`src/rtl/clock_pkg.sv`:
```
// Shared types and elaboration-time helpers for the PLL lock qualifier / reset sequencer.
package clock_pkg;

  typedef enum logic [1:0] {
    WAIT = 2'd0,
    HOLD = 2'd1,
    RUN  = 2'd2
  } seq_state_t;

  function automatic logic params_legal(input int unsigned channels,
                                        input int unsigned sync_stages,
                                        input int unsigned hold_cycles,
                                        input int unsigned rst_hold,
                                        input int unsigned cnt_w);
    return (channels >= 1) && (sync_stages >= 2) && (hold_cycles >= 1) &&
           (rst_hold >= 1) && (cnt_w >= 1);
  endfunction

  // Bits needed to hold values 0..max_val, never less than one.
  function automatic int unsigned cnt_width(input int unsigned max_val);
    return (max_val < 2) ? 1 : $clog2(max_val + 1);
  endfunction

endpackage

```
`src/rtl/lock_qualifier.sv`:
```
// One channel: synchroniser chain, stability hold-off counter and qualified locked flag.
module lock_qualifier
  import clock_pkg::*;
#(
  parameter int unsigned SYNC_STAGES = 2,
  parameter int unsigned HOLD_CYCLES = 16
) (
  input  logic clk,
  input  logic rst,
  input  logic lock_in,
  output logic locked,
  output logic loss_pulse
);

  localparam int unsigned HW = cnt_width(HOLD_CYCLES - 1);

  logic [SYNC_STAGES-1:0] sync_q, sync_d;
  logic [HW-1:0]          hold_q, hold_d;
  logic                   locked_q, locked_d;
  logic                   sync_out;

  assign sync_out = sync_q[SYNC_STAGES-1];

  always_comb begin
    sync_d   = {sync_q[SYNC_STAGES-2:0], lock_in};
    hold_d   = hold_q;
    locked_d = locked_q;
    if (!sync_out) begin
      hold_d   = '0;
      locked_d = 1'b0;
    end else if (hold_q == HW'(HOLD_CYCLES - 1)) begin
      locked_d = 1'b1;
    end else begin
      hold_d = hold_q + 1'b1;
    end
  end

  always_ff @(posedge clk) begin
    if (rst) begin
      sync_q   <= '0;
      hold_q   <= '0;
      locked_q <= 1'b0;
    end else begin
      sync_q   <= sync_d;
      hold_q   <= hold_d;
      locked_q <= locked_d;
    end
  end

  assign locked = locked_q;
  // Marks the edge on which locked falls; falls forced by rst are excluded.
  assign loss_pulse = locked_q & ~sync_out & ~rst;

endmodule

```
`src/rtl/clock_lock_seq.sv`:
```
// Multi-PLL lock qualifier with loss accounting and a sequenced downstream reset.
module clock_lock_seq
  import clock_pkg::*;
#(
  parameter int unsigned CHANNELS    = 2,
  parameter int unsigned SYNC_STAGES = 2,
  parameter int unsigned HOLD_CYCLES = 16,
  parameter int unsigned RST_HOLD    = 8,
  parameter int unsigned CNT_W       = 8
) (
  input  logic                clk,
  input  logic                rst,
  input  logic [CHANNELS-1:0] lock_in,
  input  logic                loss_clear,
  output logic [CHANNELS-1:0] locked,
  output logic                all_locked,
  output logic                rst_out,
  output logic [CHANNELS-1:0] loss_sticky,
  output logic [CNT_W-1:0]    loss_count,
  output logic [1:0]          seq_state
);

  localparam int unsigned PW = cnt_width(CHANNELS);
  localparam int unsigned SW = CNT_W + PW;
  localparam int unsigned RW = cnt_width(RST_HOLD - 1);
  localparam logic [CNT_W-1:0] CNT_MAX = '1;

  if (!params_legal(CHANNELS, SYNC_STAGES, HOLD_CYCLES, RST_HOLD, CNT_W)) begin : g_bad_params
    $error("clock_lock_seq: illegal parameter set");
  end

  logic [CHANNELS-1:0] loss_pulse;

  for (genvar i = 0; i < CHANNELS; i++) begin : g_ch
    lock_qualifier #(
      .SYNC_STAGES(SYNC_STAGES),
      .HOLD_CYCLES(HOLD_CYCLES)
    ) u_lq (
      .clk       (clk),
      .rst       (rst),
      .lock_in   (lock_in[i]),
      .locked    (locked[i]),
      .loss_pulse(loss_pulse[i])
    );
  end

  assign all_locked = &locked;

  // Loss accounting
  logic [CHANNELS-1:0] sticky_q, sticky_d;
  logic [CNT_W-1:0]    count_q, count_d;
  logic [PW-1:0]       loss_pop;
  logic [SW-1:0]       loss_sum;

  always_comb begin
    loss_pop = '0;
    for (int unsigned i = 0; i < CHANNELS; i++) begin
      loss_pop = loss_pop + PW'(loss_pulse[i]);
    end
    // A simultaneous clear zeroes the base, so new events still land.
    loss_sum = loss_clear ? SW'(loss_pop) : (SW'(count_q) + SW'(loss_pop));
    count_d  = (loss_sum > SW'(CNT_MAX)) ? CNT_MAX : loss_sum[CNT_W-1:0];
    sticky_d = (loss_clear ? '0 : sticky_q) | loss_pulse;
  end

  // Sequencer
  seq_state_t      seq_q, seq_d;
  logic [RW-1:0]   seq_cnt_q, seq_cnt_d;
  logic            rst_out_q, rst_out_d;

  always_comb begin
    seq_d     = seq_q;
    seq_cnt_d = seq_cnt_q;
    rst_out_d = rst_out_q;
    case (seq_q)
      WAIT: begin
        rst_out_d = 1'b1;
        if (all_locked) begin
          seq_d     = HOLD;
          seq_cnt_d = '0;
        end
      end
      HOLD: begin
        rst_out_d = 1'b1;
        if (!all_locked) begin
          seq_d = WAIT;
        end else if (seq_cnt_q == RW'(RST_HOLD - 1)) begin
          seq_d     = RUN;
          rst_out_d = 1'b0;
        end else begin
          seq_cnt_d = seq_cnt_q + 1'b1;
        end
      end
      RUN: begin
        rst_out_d = 1'b0;
        if (!all_locked) begin
          seq_d     = WAIT;
          rst_out_d = 1'b1;
        end
      end
      default: begin
        seq_d     = WAIT;
        rst_out_d = 1'b1;
      end
    endcase
  end

  always_ff @(posedge clk) begin
    if (rst) begin
      sticky_q  <= '0;
      count_q   <= '0;
      seq_q     <= WAIT;
      seq_cnt_q <= '0;
      rst_out_q <= 1'b1;
    end else begin
      sticky_q  <= sticky_d;
      count_q   <= count_d;
      seq_q     <= seq_d;
      seq_cnt_q <= seq_cnt_d;
      rst_out_q <= rst_out_d;
    end
  end

  assign loss_sticky = sticky_q;
  assign loss_count  = count_q;
  assign rst_out     = rst_out_q;
  assign seq_state   = seq_q;

endmodule

```
`config.mk`:
```
export PLATFORM = sky130hd
export DESIGN_NAME = clock_lock_seq
export DESIGN_NICKNAME = d
export VERILOG_FILES = /design/src/rtl/clock_pkg.sv /design/src/rtl/lock_qualifier.sv /design/src/rtl/clock_lock_seq.sv
export SDC_FILE = /design/constraint.sdc
export NUM_CORES = 1
export LEC_CHECK = 0
export BUFFER_PORTS_ARGS = -buffer_cell sky130_fd_sc_hd__buf_2
export CAP_MARGIN = 30
export CORE_ASPECT_RATIO = 0.9
export CORE_MARGIN = 4
export CORE_UTILIZATION = 50
export DETAILED_ROUTE_END_ITERATION = 8
export GPL_ROUTABILITY_DRIVEN = 0
export HOLD_SLACK_MARGIN = 0.1
export MAX_ROUTING_LAYER = met4
export PLACE_DENSITY = 0.78
export SLEW_MARGIN = 0
export SYNTH_ARGS = -nofsm -noshare
export SYNTH_HDL_FRONTEND = slang
export SYNTH_HIERARCHICAL = 1
export SYNTH_SLANG_ARGS = --single-unit
```
`constraint.sdc`:
```
create_clock -name clk -period 2.4 [get_ports clk]
set_clock_uncertainty 0.15 [all_clocks]
set_input_delay 0.12 -clock clk [delete_from_list [all_inputs] [get_ports clk]]
set_output_delay 0.12 -clock clk [all_outputs]
set_load 0.03 [all_outputs]
```
==> key figures, run 1 <==
Logic synthesis
  • Syn_nets: 170
  • Post-synth EDFFs: 0
  • Synth async-reset ratio: 0
  • Synth Register Bits: 30
  • Mapped Cells: 154
  • Seq/Total Area, Yosys: 0.416
  • Post-synth top cells: dfxtp_1, a21oi_1, inv_1
  • Synth top area share: 0.416
  • Ys Warns: 6
  • Cell area after synthesis: 1440 sq um
  • Most frequent cell after synthesis: dfxtp_1
  • Most area-consuming cells after synthesis: dfxtp_1, ha_1, a21oi_1
  • Post-synth cell types: 41
  • Synth Area per Inst: 9.38 sq um
  • Dominant synthesized flop cell: dfxtp_1
  • Post-synth top area cell: dfxtp_1

Clock network
  • Clock sink count: 30
  • Num CTS Buffers: 5
  • Clock Tree Buf Depth: 2
  • Htree depth: 2
  • Clock transition at the registers of the reported paths: 0.09 ns
  • CTS tree: yes
  • Root Buffer: clkbuf_4
  • Clk Latency, worst-skew pair: 0.33 ns

Setup path
  • Critical path, cell by cell: dlygate4sd3_1, buf_4, nor3_4, ha_1, ha_2, inv_1, fa_2, and4b_2, buf_4, and4_1, nor3_2
  • R2R Path Start: g_ch[1].u_lq/locked
  • Crit path kind: in -> reg
  • Crit path depth: 11
  • Reg2reg end: loss_count[6]
  • Critical path origin: rst
  • Startpoint types: input pin
  • Crit. End Element: flip-flop
  • CP bufs+invs: 4
  • Critical Path AT: 2.44 ns
  • CP max-delay cell: dlygate4sd3_1
  • Reg2reg setup slack: 0.10 ns
  • Worst Path Max Fanout: 5
  • Delay-heaviest family, CP: buffers and inverters
  • R2R depth: 10
  • Most common cell type on the critical path: buf_4
  • Critical path required time: roughly 2.5 ns
  • CP max stage delay: between 0.5 and 0.6 ns
  • Critical Path Sink: loss_count[6]

GRT
  • First-pass GRT wire length: 5.55 mm
  • Largest net degree at the start of global routing: 12
  • Global Route Usage Sum: 0.199
  • GRT overflow: 0
  • Initial antenna violation count: 0
  • Vias in the first global route: 1285

Pwr
  • Internal: 664 uW
  • Switch share: 0.228
  • Net Sw Power: a little under 200 uW
  • Leak Pwr: 0.000740 uW
  • Clock power share: 0.364
  • Power Density: 473 nW/um^2
  • Comb pwr share: 0.047
  • Peak VDD IR: 0.405 mV
  • Seq pwr share: 0.589

Floorplan
  • Die Y: between 50 and 60 um
  • DIE AREA: 3810 sq um
  • Initial Util: 0.526
  • Std-Cell Rows: 18
  • Io pins: 21
  • Die width: approximately 65 um
  • Core area: between 2000 and 3000 sq um

Cells and area
  • Final cell count without fillers: 234
  • Antenna cells: 0
  • Area growth syn-to-layout: 25.9%
  • Util after Layout: 0.662
  • Post-route cell area: 1820 sq um
  • NumNets Final: approximately 210
  • Layout cells sized above 1: 0.268

Placement
  • IO Port Bufs: 20
  • Post-DP Area: 1630 sq um
  • Worst slack, placed: 0.0391 ns
  • Placed Cells: 217
  • Post-DP HPWL: roughly 2.4 mm

STA
  • Highest clock rate: 422 MHz
  • Slew headroom: 0.704
  • Final hold viol count: 0
  • Crit path time final: 2.37 ns
  • Fin crit share: 0.988
  • Setup TNS: 0 ns
  • Final Slew Violations: 0
  • Worst-Margin Slew: 0.445 ns
  • Final setup viols: 0
  • Final Worst Setup Slack: roughly 0.029 ns

Routing
  • WL/cell: 13.7 um
  • Antenna Violating Nets Remaining: 0
  • Drt via density: 5.42
  • Residual DRC count: 0
  • Post-Route WL: 3.20 mm
  • Via count: 1268
  • Number of DRC markers in iteration 0: 61
  • Pre-antenna DRT Iters: 4

Flow run
  • Max-Cap Viols: 0

Worst hold path
  • Worst min path class: reg -> reg
  • HP Start: g_ch[0].u_lq/sync_q[0]

Run status
  • Status: finished, final reports clean
cells in the final DEF (no fill, tap or decap), types with 3 or more instances in the layout:
cell type / count
dfxtp_1: 27
buf_2: 19
inv_1: 12
a21oi_1: 12
ha_1: 9
dlygate4sd3_1: 8
buf_4: 8
nor2_1: 6
a31oi_1: 6
nand3b_1: 6
nand2_1: 5
o21ai_0: 5
clkbuf_4: 5
nand3_1: 4
or3_1: 4
and2b_1: 4
and2_1: 3
nor2b_1: 3
nor3_1: 3
what timing repair did:
item	4_1_cts	5_1_grt
endpoints found under the hold margin	18	0
endpoints found under the setup margin	0	8
hold buffers	8	0
resized for setup	0	9
buffers inserted	0	1
metrics by stage:
step / power, uW / hold WS (ns)
global placement: 547 / 0.174
global route: 906 / 0.316
finish: 859 / 0.287
detailed placement: 548 / 0.181
floorplan: 535 / 0.0820
CTS: 871 / 0.292
state kept, by name, indices dropped and copies added (netlist names):
name / flops
seq_cnt_q: 3
loss_count: 8
loss_sticky: 2
g_ch.u_lq/sync_q: 4
g_ch.u_lq/locked: 2
g_ch.u_lq/hold_q: 8
rst_out: 1
seq_state: 2
cell families after synthesis:
| logic type | share of synthesized area |
|---|---|
| simple gates | 0.252 |
| xor+xnor | 0.00607 |
| mux | 0.0139 |
| fa+ha+maj | 0.101 |
| buf+inv | 0.0399 |
| flops | 0.416 |
| compound gates | 0.172 |
final cells by class:
class / instances / area (sq um)
fillers: 260 / 930
multi-input cells: 109 / 818
flip-flops and latches: 30 / 609
repair buffers: 35 / 235
clock buffers: 7 / 55.1
well taps: 40 / 50.0
inverters: 12 / 45.0
clock inverters: 1 / 5.00
layer usage:
metal,global-route usage,wire length (um),up-vias
met1,0.208,1380,601
met3,0.0664,135,4
li1,-,-,641
met4,0.105,44,0
met2,0.335,1640,22
met5,-,0,-
worst min path at each step:
stage	endpoint	slack, ns	cells after the start
finish	g_ch[0].u_lq/sync_q[1]	0.29	1
global route	g_ch[1].u_lq/sync_q[1]	0.32	1
CTS	g_ch[1].u_lq/sync_q[1]	0.29	1
detailed placement	g_ch[1].u_lq/sync_q[0]	0.18	2
global placement	g_ch[0].u_lq/sync_q[0]	0.17	2
floorplan	loss_count[0]	0.08	1
power by group through the flow:
stage / Clock, uW / Sequential, uW / Combinational, uW
2_1_floorplan: 0 / 519 / 15.7
3_3_place_gp: 0 / 516 / 30.3
3_5_place_dp: 0 / 517 / 31.4
4_1_cts: 327 / 505 / 39.0
5_1_grt: 355 / 507 / 44.1
6_report: 313 / 506 / 40.5
No activity file was read; power rests on OpenSTA's default activity.
==> run 2, diff against run 1 <==
- ABC_AREA: not set -> 1
==> key figures, run 2 <==
STA
  • Final hold viol count: 0
  • RSZ-0062 raised after global routing: no
  • Highest clock rate: 451 MHz
  • Fin crit share: 0.923
  • Crit path time final: 2.22 ns
  • Final setup viols: 0
  • Slew headroom: 0.691
  • Worst-Margin Slew: 0.462 ns
  • Final Slew Violations: 0
  • Setup TNS: 0 ns

Clock network
  • Htree depth: 2
  • Clock transition at the registers of the reported paths: 0.09 ns
  • Clock Tree Buf Depth: 2
  • CTS tree: yes
  • Clock sink count: 30
  • Num CTS Buffers: 5
  • Root Buffer: clkbuf_4
  • Clk Latency, worst-skew pair: 0.32 ns

Routing
  • Number of DRC markers in iteration 0: 46
  • Post-Route WL: 2.72 mm
  • Antenna Violating Nets Remaining: 0
  • Residual DRC count: 0
  • Via count: 1269
  • Pre-antenna DRT Iters: 4
  • WL/cell: 9.71 um
  • Drt via density: 4.53

Cells and area
  • Most frequent cells in the layout: nand2_1, inv_1, nor2_1
  • Commonest non-fill, non-tap cell in the layout: nand2_1
  • Area growth syn-to-layout: 21.2%
  • Antenna cells: 0
  • NumNets Final: 255
  • Util after Layout: 0.642
  • Layout cells sized above 1: 0.188

Logic synthesis
  • Synth top area share: 0.406
  • Dominant synthesized flop cell: dfxtp_1
  • Cell area after synthesis: 1480 sq um
  • Most area-consuming cells after synthesis: dfxtp_1, nand2_1, inv_1
  • Ys Warns: 6
  • Post-synth top cells: nand2_1, inv_1, nor2_1
  • Seq/Total Area, Yosys: 0.406
  • Most frequent cell after synthesis: nand2_1
  • Synth Area per Inst: approximately 7.2 sq um
  • Post-synth EDFFs: 0
  • Post-synth top area cell: dfxtp_1
  • Synth Register Bits: 30
  • Post-synth cell types: 20
  • Mapped Cells: 204
  • Syn_nets: 220
  • Synth async-reset ratio: 0

Worst hold path
  • Hold depth: 2
  • Worst min path class: reg -> reg
  • Min-Delay Endpoint: g_ch[0].u_lq/sync_q[1]
  • HP Start: g_ch[0].u_lq/sync_q[0]

Setup path
  • Startpoint types: input pin
  • Critical path required time: 2.51 ns
  • Reg2reg end: loss_count[1]
  • R2R depth: 11
  • Worst Path Max Fanout: 7
  • Crit. End Element: flip-flop
  • Crit path kind: in -> reg
  • R2R Path Start: g_ch[1].u_lq/locked
  • Critical Path AT: 2.32 ns
  • Reg2reg setup slack: between 0.2 and 0.3 ns

Floorplan
  • Die width: 65.3 um
  • Initial Util: 0.530
  • Core area: approximately 2800 sq um
  • Die Y: 59.6 um
  • Io pins: 21
  • Std-Cell Rows: 18
  • DIE AREA: 3890 sq um

Pwr
  • Internal: 663 uW
  • Net Sw Power: about 190 uW
  • Power Density: 478 nW/um^2
  • Seq pwr share: 0.592
  • Clock power share: 0.360
  • Switch share: 0.227
  • Peak VDD IR: ~0.37 mV
  • Comb pwr share: 0.048
  • Leak Pwr: 0.000918 uW

GRT
  • GRT overflow: 0
  • Initial antenna violation count: 0
  • Global Route Usage Sum: 0.171
  • First-pass GRT wire length: 4.90 mm
  • Largest net degree at the start of global routing: 10
  • Vias in the first global route: approximately 1200

Placement
  • Post-DP HPWL: around 2.0 mm
  • IO Port Bufs: 20

Flow run
  • Max-Cap Viols: 0

Run status
  • Status: finished, final reports clean
==> run 2: cell types whose count changed after synthesis, moves of 5 or more <==
cell     previous run  this run
nand2_1             5        44
nor2_1              6        35
inv_1              12        36
a31oi_1             6         0
a21oi_1            12         7
==> run 2: worst max-delay path by stage <==
stage / from / end / slack [ns] / depth (start not counted)
after detailed placement: g_ch[1].u_lq/locked / loss_count[0] / 0.18 / 11
after global routing: rst / loss_count[1] / 0.04 / 12
after global placement: g_ch[1].u_lq/locked / loss_count[2] / 0.23 / 11
final: rst / loss_count[1] / 0.18 / 12
after floorplan: g_ch[0].u_lq/locked / loss_count[0] / 0.09 / 11
after CTS: rst / loss_count[1] / 0.01 / 12
==> run 2: cell families (layout without fill, tap and decap cells) <==
group,after synthesis,in the layout,share of synthesized area
AO/OA/AOI/OAI,20,20,0.0778
adder cells (fa/ha/maj),11,11,0.0981
buffers and inverters,38,74,0.0964
flip-flops,30,30,0.406
AND/OR/NAND/NOR,105,105,0.321
==> run 2: power groups by stage <==
stage	sequential (uW)	clock [uW]	combinational, uW
final	507	308	41.1
after CTS	506	321	38.6
after global routing	508	347	47.1
after detailed placement	518	0	31.1
after global placement	518	0	31.0
after floorplan	521	0	15.1
==> run 2: routing by layer <==
layer | wire [um] | GRT usage | up-vias | part of all wire
met4 | 51 | 0.0799 | 0 | 0.019
met2 | 1270 | 0.273 | 24 | 0.47
met1 | 1240 | 0.202 | 534 | 0.46
met3 | 158 | 0.0455 | 5 | 0.058
met5 | 0 | - | - | 0
li1 | - | - | 706 | -
==> run 2: timing repair <==
item | in CTS | in global routing
hold buffers | 6 | 0
buffers inserted | 0 | 0
setup endpoints to repair | 0 | 7
gates resized for setup | 0 | 7
hold endpoints to repair | 15 | 0
==> run 2: layout make-up <==
type | count | area [sq um]
Fill cell | 266 | 1000
Multi-Input combinational cell | 136 | 761
Clock buffer | 7 | 55.1
Sequential cell | 30 | 601
Clock inverter | 1 | 5.00
Inverter | 38 | 143
Tap cell | 40 | 50.0
Timing Repair Buffer | 28 | 178
==> run 2: worst max-delay path: stages <==
cell	delay, ns
dlygate4sd3_1	0.53
clkbuf_4	0.19
nor3_4	0.19
ha_1	0.17
ha_1	0.16
inv_1	0.06
fa_2	0.36
nor2_4	0.13
nand2_4	0.08
nor2_2	0.09
nand3_2	0.11
o21ai_1	0.13
==> run 2: metrics by stage <==
step	power (uW)	hold WS, ns	instances	setup WS [ns]	instance area (sq um)
after CTS	866	0.256	280	0.0100	1760
after global routing	902	0.292	280	0.0363	1790
after floorplan	536	0.0412	204	0.0894	1480
after global placement	549	0.170	266	0.233	1640
after detailed placement	549	0.177	266	0.176	1640
final	857	0.271	280	0.185	1790
==> run 3, diff against run 2 <==
- CELL_PAD_IN_SITES_DETAIL_PLACEMENT: not set -> 2
- CELL_PAD_IN_SITES_GLOBAL_PLACEMENT: not set -> 2
- CORE_UTILIZATION: 50 -> 28
- PLACE_DENSITY: 0.78 -> 0.77
==> key figures, run 3 (synthesis gave the netlist of run 2 again) <==
Setup path
  • Critical path required time: 2.45 ns
  • Crit path kind: reg -> reg
  • R2R depth: 11
  • Worst Path Max Fanout: 6
  • Reg2reg setup slack: ~0.17 ns
  • Reg2reg end: loss_count[2]
  • Crit. End Element: flip-flop
  • CP bufs+invs: 2
  • R2R Path Start: g_ch[0].u_lq/locked
  • Critical Path AT: 2.28 ns
  • Startpoint types: flip-flop
  • CP max-delay cell: fa_1
  • Delay-heaviest family, CP: adder cells
  • CP max stage delay: ~0.42 ns
  • Critical path, cell by cell: inv_1, nor3_4, ha_1, ha_1, inv_1, fa_1, nor2_4, nand2_4, nor2_2, nand3_2, o21ai_0

STA
  • Crit path time final: 2.23 ns
  • Fin crit share: 0.930
  • Worst-Margin Slew: between 0.5 and 0.6 ns
  • Highest clock rate: around 450 MHz
  • Final Slew Violations: 0
  • Slew headroom: 0.664
  • Final hold viol count: 0
  • RSZ-0062 raised after global routing: no
  • Hold Slack: 0.166 ns
  • Setup TNS: 0 ns
  • Final setup viols: 0

Clock network
  • CTS tree: yes
  • Htree depth: 2
  • Root Buffer: clkbuf_8
  • Setup repair bufs after CTS: 0
  • Clk Latency, worst-skew pair: 0.28 ns
  • Num CTS Buffers: 5
  • Clock sink count: 30
  • Clock Tree Buf Depth: 2
  • Clock transition at the registers of the reported paths: 0.07 ns

Cells and area
  • Util after Layout: 0.384
  • Most frequent cells in the layout: nand2_1, inv_1, nor2_1
  • Area growth syn-to-layout: 29.3%
  • Commonest non-fill, non-tap cell in the layout: nand2_1
  • Layout cells sized above 1: 0.190
  • Antenna cells: 0
  • NumNets Final: 257
  • Final cell count without fillers: between 300 and 400

Routing
  • WL/cell: about 13 um
  • Uppermost layer routed: met4
  • Number of DRC markers in iteration 0: 16
  • WL met2: 2.09 mm
  • Residual DRC count: 0
  • Met3 wire length: ~96 um
  • Via count: 1397
  • Drt via density: 4.55
  • Post-Route WL: 4.10 mm
  • Pre-antenna DRT Iters: 2
  • Met1 WL: 1.84 mm
  • Antenna Violating Nets Remaining: 0

Worst hold path
  • Min-Delay Endpoint: loss_sticky[1]
  • HP Start: rst
  • Hold depth: 4
  • Worst min path class: in -> reg

GRT
  • Global Route Usage Sum: 0.139
  • GRT overflow: 0
  • Vias in the first global route: 1495
  • Largest net degree at the start of global routing: 11
  • Initial antenna violation count: 0
  • First-pass GRT wire length: 7.02 mm

Floorplan
  • Die width: between 80 and 90 um
  • Io pins: 21
  • Die Y: 76.9 um
  • DIE AREA: 6510 sq um
  • Core area: 4980 sq um
  • Initial Util: 0.297
  • Std-Cell Rows: 24

Pwr
  • Comb pwr share: 0.036
  • Clock power share: 0.539
  • Peak VDD IR: 0.196 mV
  • Switch share: 0.192
  • Total power: around 1200 uW
  • Seq pwr share: 0.425
  • Internal: 965 uW
  • Net Sw Power: 230 uW
  • Power Density: 625 nW/um^2
  • Leak Pwr: 0.000963 uW

Placement
  • Post-DP HPWL: 3.06 mm
  • Placed Cells: 292
  • IO Port Bufs: 20

Run status
  • Status: finished, final reports clean

Flow run
  • Max-Cap Viols: 0
-- run 3: cell count changes in the layout (fill, tap and decap cells not counted), sizes merged --
| cell | before | now |
|---|---|---|
| buf | 21 | 23 |
| bufinv | 0 | 2 |
| clkbuf | 8 | 6 |
| clkinv | 1 | 0 |
| dlygate4sd3 | 6 | 7 |
-- run 3: worst min-delay path: cells and delay by family --
family / cells / cell delay (ns)
buffers and inverters: 1 / 0.19
AOI/OAI and AO/OA: 1 / 0.12
and+or+nand+nor: 2 / 0.12
-- run 3: metrics by stage --
stage          worst slack (ns)  area, sq um
2_1_floorplan            0.0894         1480
3_3_place_gp              0.225         1680
3_5_place_dp              0.123         1680
4_1_cts                  0.0331         1900
5_1_grt                  0.0134         1910
6_report                  0.169         1910
-- run 3: power groups by stage --
stage	registers [uW]	logic [uW]	clock network (uW)
6_report	508	43.5	643
5_1_grt	508	49.4	688
4_1_cts	507	43.8	661
3_5_place_dp	518	34.5	0
3_3_place_gp	518	32.6	0
2_1_floorplan	521	15.1	0
-- run 3: final cells by class --
cell class,count,area [sq um]
sequential,30,601
clock inverter,2,60.1
timing repair buffer,30,193
tap,65,81.3
clock buffer,6,82.6
fill,611,3070
inverter,38,143
multi-input combinational,136,752
-- run 3: worst max path at each step --
| stage | cells after the start | to | startpoint |
|---|---|---|---|
| after floorplan | 11 | loss_count[0] | g_ch[0].u_lq/locked |
| after global placement | 11 | loss_count[2] | g_ch[0].u_lq/locked |
| after detailed placement | 11 | loss_count[0] | g_ch[0].u_lq/locked |
| after CTS | 11 | loss_count[2] | g_ch[0].u_lq/locked |
| after global routing | 11 | loss_count[2] | g_ch[0].u_lq/locked |
| final | 11 | loss_count[2] | g_ch[0].u_lq/locked |
-- run 3: timing repair --
| item | in CTS | in global routing |
|---|---|---|
| hold endpoints to repair | 8 | 0 |
| hold buffers | 7 | 0 |
| gates resized for setup | 0 | 3 |
| endpoints found under the setup margin | 0 | 8 |
-- run 3: layer usage --
| layer | GRT usage | vias to the layer above |
|---|---|---|
| met2 | 0.239 | 18 |
| met1 | 0.156 | 671 |
| met4 | 0.0617 | 0 |
| met3 | 0.0257 | 6 |
| li1 | - | 702 |
| met5 | - | - |
